==> src/rtl/matvec3_out_stage_if.sv <==
// matvec3_out_stage_if: input/output handshake bundle between the multiplier, the output stage and its consumer
interface matvec3_out_stage_if #(parameter int OUT_W = 16);
    logic                    in_valid;
    logic                    in_ready;
    logic signed [27:0]      in_data;
    logic                    relu_en;
    logic                    vec_restart;
    logic                    out_valid;
    logic                    out_ready;
    logic signed [OUT_W-1:0] out_data;
    logic                    out_last;
    logic [7:0]              sat_count;
    modport master (
        output in_valid, in_data, relu_en, vec_restart, out_ready,
        input  in_ready, out_valid, out_data, out_last, sat_count
    );
    modport slave (
        input  in_valid, in_data, relu_en, vec_restart, out_ready,
        output in_ready, out_valid, out_data, out_last, sat_count
    );
endinterface

==> src/rtl/matvec3_out_stage.sv <==
// matvec3_out_stage: ReLU + saturation of multiplier results, last-of-vector tagging and a small output FIFO
module matvec3_out_stage #(
    parameter int OUT_W = 16,
    parameter int DEPTH = 4
) (
    input logic clk,
    input logic reset,
    matvec3_out_stage_if.slave bus
);
    localparam int AW = $clog2(DEPTH);
    localparam logic signed [28:0] MAXV = 29'((1 << (OUT_W - 1)) - 1);
    localparam logic signed [28:0] MINV = 29'(-(1 << (OUT_W - 1)));

    logic [OUT_W:0]     mem [DEPTH];
    logic [AW-1:0]      wp, rp;
    logic [AW:0]        count;
    logic [1:0]         idx;
    logic [7:0]         sat_q;
    logic signed [28:0] r;
    logic               hi, lo, acc, pop;
    logic [OUT_W-1:0]   cdata;

    assign bus.in_ready  = count < (AW + 1)'(DEPTH);
    assign bus.out_valid = count != '0;
    assign bus.out_data  = mem[rp][OUT_W-1:0];
    assign bus.out_last  = mem[rp][OUT_W];
    assign bus.sat_count = sat_q;

    // Condition the incoming result: optional ReLU, then clamp to the signed OUT_W range
    always_comb begin
        acc   = bus.in_valid && bus.in_ready;
        pop   = bus.out_valid && bus.out_ready;
        r     = (bus.relu_en && bus.in_data[27]) ? '0 : {bus.in_data[27], bus.in_data};
        hi    = r > MAXV;
        lo    = r < MINV;
        cdata = hi ? MAXV[OUT_W-1:0] : lo ? MINV[OUT_W-1:0] : r[OUT_W-1:0];
    end

    // FIFO storage, pointers and occupancy; storage is cleared so the head reads 0 after reset
    always_ff @(posedge clk) begin
        if (reset) begin
            for (int i = 0; i < DEPTH; i++) mem[i] <= '0;
            wp    <= '0;
            rp    <= '0;
            count <= '0;
        end else begin
            if (acc) begin
                mem[wp] <= {idx == 2'd2, cdata};
                wp      <= wp + 1'b1;
            end
            if (pop) rp <= rp + 1'b1;
            count <= count + (AW + 1)'(acc) - (AW + 1)'(pop);
        end
    end

    // Element index within the 3-element vector and the saturating clamp counter
    always_ff @(posedge clk) begin
        if (reset) begin
            idx   <= '0;
            sat_q <= '0;
        end else begin
            idx   <= bus.vec_restart ? 2'd0 : !acc ? idx : (idx == 2'd2) ? 2'd0 : idx + 2'd1;
            sat_q <= (acc && (hi || lo) && sat_q != 8'hff) ? sat_q + 8'd1 : sat_q;
        end
    end
endmodule

==> src/flat_wrapper.sv <==
// flat-port wrapper written by rule: the top's interface ports become plain ports
module matvec3_out_stage_flat 
#(
    parameter int OUT_W = 16,
    parameter int DEPTH = 4
)
  (clk, reset, bus_in_valid, bus_in_data, bus_relu_en, bus_vec_restart, bus_out_ready, bus_in_ready, bus_out_valid, bus_out_data, bus_out_last, bus_sat_count);
  matvec3_out_stage_if #(.OUT_W(OUT_W)) bus_i ();
  input logic clk;
  input logic reset;
  input wire logic [$bits(bus_i.in_valid)-1:0] bus_in_valid;
  input wire logic [$bits(bus_i.in_data)-1:0] bus_in_data;
  input wire logic [$bits(bus_i.relu_en)-1:0] bus_relu_en;
  input wire logic [$bits(bus_i.vec_restart)-1:0] bus_vec_restart;
  input wire logic [$bits(bus_i.out_ready)-1:0] bus_out_ready;
  output wire logic [$bits(bus_i.in_ready)-1:0] bus_in_ready;
  output wire logic [$bits(bus_i.out_valid)-1:0] bus_out_valid;
  output wire logic [$bits(bus_i.out_data)-1:0] bus_out_data;
  output wire logic [$bits(bus_i.out_last)-1:0] bus_out_last;
  output wire logic [$bits(bus_i.sat_count)-1:0] bus_sat_count;
  assign bus_i.in_valid = bus_in_valid;
  assign bus_i.in_data = bus_in_data;
  assign bus_i.relu_en = bus_relu_en;
  assign bus_i.vec_restart = bus_vec_restart;
  assign bus_i.out_ready = bus_out_ready;
  assign bus_in_ready = bus_i.in_ready;
  assign bus_out_valid = bus_i.out_valid;
  assign bus_out_data = bus_i.out_data;
  assign bus_out_last = bus_i.out_last;
  assign bus_sat_count = bus_i.sat_count;
  matvec3_out_stage #(.OUT_W(OUT_W), .DEPTH(DEPTH)) u_core (.clk(clk), .reset(reset), .bus(bus_i));
endmodule
==> config.mk <==
export PLATFORM = sky130hd
export DESIGN_NAME = matvec3_out_stage_flat
export DESIGN_NICKNAME = d
export VERILOG_FILES = /design/src/rtl/matvec3_out_stage_if.sv /design/src/rtl/matvec3_out_stage.sv /design/src/flat_wrapper.sv
export SDC_FILE = /design/constraint.sdc
export NUM_CORES = 1
export LEC_CHECK = 0
export CAP_MARGIN = 15
export CORE_ASPECT_RATIO = 1.4
export CORE_UTILIZATION = 50
export DETAILED_ROUTE_END_ITERATION = 8
export DONT_BUFFER_PORTS = 1
export SKIP_CTS_REPAIR_TIMING = 1
export SYNTH_ARGS = -nofsm -noshare
export SYNTH_HDL_FRONTEND = slang
export SYNTH_SLANG_ARGS = --single-unit
==> constraint.sdc <==
create_clock -name clk -period 2.8 [get_ports clk]
set_input_delay 0.28 -clock clk [delete_from_list [all_inputs] [get_ports clk]]
set_output_delay 0.28 -clock clk [all_outputs]
set_load 0.02 [all_outputs]
After elaboration in Yosys (flattened, before gate mapping)
Memories as Yosys holds them, arrays and structs flattened. A register that Yosys moved wholly into a read port is not among the register bits.
Cells that the tools add are included.
W data, S select, Z words.
Storage, ports and cells
  memory bits (writable): 68
  bits in registers: 17
  bits of input ports: 34
  memories: 1
  word-level logic and storage cells: 40
Memory list
  u_core.mem: depth 4, bits a word 17, read ports 1, clocked after memory_dff 1, write ports 4, line matvec3_out_stage.sv:14  | logic [OUT_W:0] mem [DEPTH];
Cells by class
  $add $sub $neg: 6
  equal/unequal tests: 2
  order comparisons: 3
  multiplexer cells: 14
  reductions and logical operators: 9
Operator list (count)
  $mux W16: 2
  $gt A29 B16 Y1 const B: 1
  $lt A29 B16 Y1 const B: 1
  $mux W29: 1
  $mux W17: 1
  $reduce_or A17 Y1: 1
  $add A8 B1 Y8 const B: 1
  $mux W2: 4
  $ne A8 B8 Y1 const B: 1
  $add A2 B1 Y2 const B: 3
  $mux W1: 6
  $logic_and A1 B1 Y1: 5
  $add A3 B1 Y3: 1
  $lt A3 B3 Y1 const B: 1
  $reduce_bool A3 Y1: 1
  $sub A3 B1 Y3: 1
  $eq A2 B2 Y1 const B: 1
  $reduce_or A2 Y1: 1
  $logic_or A1 B1 Y1: 1

Logic depth before layout (Yosys ltp)
  depth in word-level cells: 7
  depth in mapped cells: 9

Worst setup path after synthesis
No wires, ideal clock.
  kind: flip-flop to flip-flop
  start: register u_core.count[2]
  end: register u_core.count[2]
  arrival time: 2.055 ns
  required time: 2.672 ns
  cell stages (with the launch flop): 10
  setup slack: 0.618 ns
  setup time: 0.128 ns
  period minus slack after synthesis: 2.182 ns
  buffers on the path: 0
  cells stage by stage: dfxtp_1 or3_1 and2_1 ha_1 inv_1 ha_1 inv_1 fa_1 xnor2_1 nor2_1
RTL lines
  from (decl): line matvec3_out_stage.sv:16  | logic [AW:0] count;
  from (signal assigned): line matvec3_out_stage.sv:52  | count <= count + (AW + 1)'(acc) - (AW + 1)'(pop);
  $reduce_bool A3 Y1: line matvec3_out_stage.sv:24  | assign bus.out_valid = count != '0;
  named net bus_out_valid: line flat_wrapper.sv:17  | output wire logic [$bits(bus_i.out_valid)-1:0] bus_out_valid;
  $logic_and A1 B1 Y1: line matvec3_out_stage.sv:32  | pop = bus.out_valid && bus.out_ready;
  named net u_core.pop: line matvec3_out_stage.sv:20  | logic hi, lo, acc, pop;
  $sub A3 B1 Y3: line matvec3_out_stage.sv:52
The timed path passes the listed nets, and every way through them passes these cells.
A chain may end at the register's enable or synchronous reset.

Worst setup path after layout
Same ends and word-level chain as after synthesis.

==> results_dict.tcl <==
set metrics [dict create \
    post_dp_cell_area_um2 4080 \
    cts_max_path_buffers 2 \
    synth_commonest_cells "nor2_1 (80), edfxtp_1 (68), dfxtp_1 (19)" \
    tritoncts "yes" \
    cts_sinks 87 \
    wl_per_cell_um 19.15 \
    synth.top_cell.area_share_pct 51.43 \
    yosysMostFrequentCell "nor2_1" \
    dr.first_iter.drc_count 134 \
    io_pins 61 \
    cp.arrival_ps 2540 \
    dpl.hpwl_mm 4.825 \
    initial_core_util_pct 51.54 \
    slew-limit-headroom_pct 29.53 \
    drive_above_1_share_pct 21.31 \
    vdd_drop_max_mv 0.4547 \
    clk_pin_slew_ps 90 \
    regToRegStartpoint "u_core.count[2]" \
    cts_root_buffer "clkbuf_8" \
    crit_fanout 3 \
    synth_area_um2 3970 \
    drv_slew 0 \
    antenna_found_initial 0 \
    utilization_pct 56.03 \
    mappedNetlistNets 330 \
    area_growth_pct 8.698 \
    ys_warn_count 0 \
    first_pass_iters 4 \
    die_h_um 107.4 \
    fmax_mhz 429.9 \
    worstReg2RegEnd "u_core.count[2]" \
    portBuffers 0 \
    fin_nets 338 \
    grt_pass1_wl_mm 11.99 \
    crit_type "register to register" \
    worst_setup_path_start_kind "register" \
    whs_endpoint "u_core.bus.sat_count[6]" \
    vias_per_cell 5.617 \
    drv_cap 0 \
    ff2ff_path_depth 9 \
    holdPathStages 2 \
    fin_hold_ws_ps 151.6 \
    ff2ff_setup_slack_ps 470 \
    core_area_um2 7702 \
    cts.htree.levels 3 \
    rsz0062_at_grt "no" \
    crit_required_ps 3020 \
    finClkSkew_ps 8.022 \
    antennaDiodeCount 0 \
    first_global_vias 2368 \
    synth_cell_types 46 \
    synth_flop_cell "edfxtp_1" \
    synthTopCellsByArea "edfxtp_1 (51%), mux4_2 (9.6%), dfxtp_1 (9.6%)" \
    tightest_slew_ps 1057 \
    power_leakage_uw 0.001543 \
    min_from "reset" \
    grt_usage_pct 20.14 \
    syn_area_per_cell_um2 13.60 \
    hold_violations 0 \
    yosys.area.top_type "edfxtp_1" \
    ys_seq_area_share_pct 61.01 \
    cts_buffers 9 \
    gp_congestion 0.6876 \
    min_period_over_period_pct 83.07 \
    die_w_um 77.31 \
    insertion_delay_ps 350 \
    min_period_ps 2326 \
    ys_seq_elements 87 \
    p_per_area_nw_per_um2 771.3 \
    stdcell_area_um2 4315 \
    grt_max_degree 25 \
    totalNegativeSetupSlack_ps 0 \
    row_count 38 \
    num_vias 2275 \
    post-route-drc-count 0 \
    syn_inst 292 \
    synth-edff-count 68 \
    wl_mm 7.756 \
    end_kind "register" \
    synthArstFlopShare_pct 0 \
    status "finished, final reports clean" \
    antenna_left 0 \
    dieArea_um2 8306 \
    setup_viol_count_final 0 \
    gr-total-overflow 0 \
    hold_class "input pin to register" \
]
-- critical path, stage by stage, from the launching register on --
cell and delay, ps:
dfxtp_1 350, or3_1 470, and2_1 250, ha_1 290, inv_1 60, ha_1 140
inv_1 50, fa_1 370, xnor2_1 160, nor2_1 50
-- cell usage in the layout, fill, tap and decap left out, drive strengths merged, types with 2 or more instances in the layout --
cell type    instances
o21ai                3
nand3                3
nor4                 3
xor2                 3
clkinv               2
nand2b               5
nor3                 3
dlygate4sd3          2
nor2b                2
dfxtp               19
inv                  9
or3                  4
a21oi               20
ha                   3
nor2                81
edfxtp              68
buf                 10
clkbuf              11
mux4                17
nand2                6
a31o                 2
xnor2                7
a211oi               3
nand4                5
-- worst max path at each step --
stage / from / end / slack (ps) / depth (start not counted)
after floorplan: u_core.count[2] / u_core.count[2] / 620 / 9
after global placement: u_core.count[2] / u_core.count[2] / 580 / 9
after CTS: u_core.count[2] / u_core.count[2] / 490 / 9
final: u_core.count[2] / u_core.count[2] / 470 / 9
after global routing: u_core.count[2] / u_core.count[2] / 340 / 9
after detailed placement: u_core.count[2] / u_core.count[2] / 490 / 9
-- layer usage --
metal	track usage, %	part of all wire, %
met4	7.547	0.90
met2	38.37	55
met1	20.41	39
met3	5.763	5.6
met5	0	0
-- power by group --
group	leakage [µW]	internal (µW)	switching, µW
Sequential	0.000860	1550	64.8
Clock	0.000107	469	454
Combinational	0.000576	307	486
-- logic make-up (layout without fill, tap and decap cells) --
logic type,count (synthesis),in the layout,synth area share [%]
compound gates,32,32,8.478
buf+inv,23,36,3.435
mux,19,19,10.18
simple gates,117,117,13.24
fa+ha+maj,4,4,1.450
flops,87,87,61.01
xor+xnor,10,10,2.206
-- final cells by class --
class / instances / area, µm²
inverter: 8 / 31.28
clock inverter: 5 / 63.81
sequential: 87 / 2422
timing repair buffer: 12 / 95.09
clock buffer: 11 / 151.4
fill: 682 / 3387
tap: 100 / 125.1
multi-input combinational: 182 / 1426
-- metrics by stage --
stage	instances	power, µW	setup slack [ps]
2_1_floorplan	292	2303	617.7
3_3_place_gp	387	2429	577.1
3_5_place_dp	387	2446	493.4
4_1_cts	403	3362	486.0
5_1_grt	405	3478	336.7
6_report	405	3329	474.1
-- sequential cells by signal, indices dropped and copies added, names as in the netlist, named ones only --
name / cells
u_core.wp: 2
u_core.rp: 2
u_core.mem: 68
u_core.idx: 2
u_core.bus.sat_count: 8
u_core.count: 3
No activity file was read; power rests on OpenSTA's default activity.
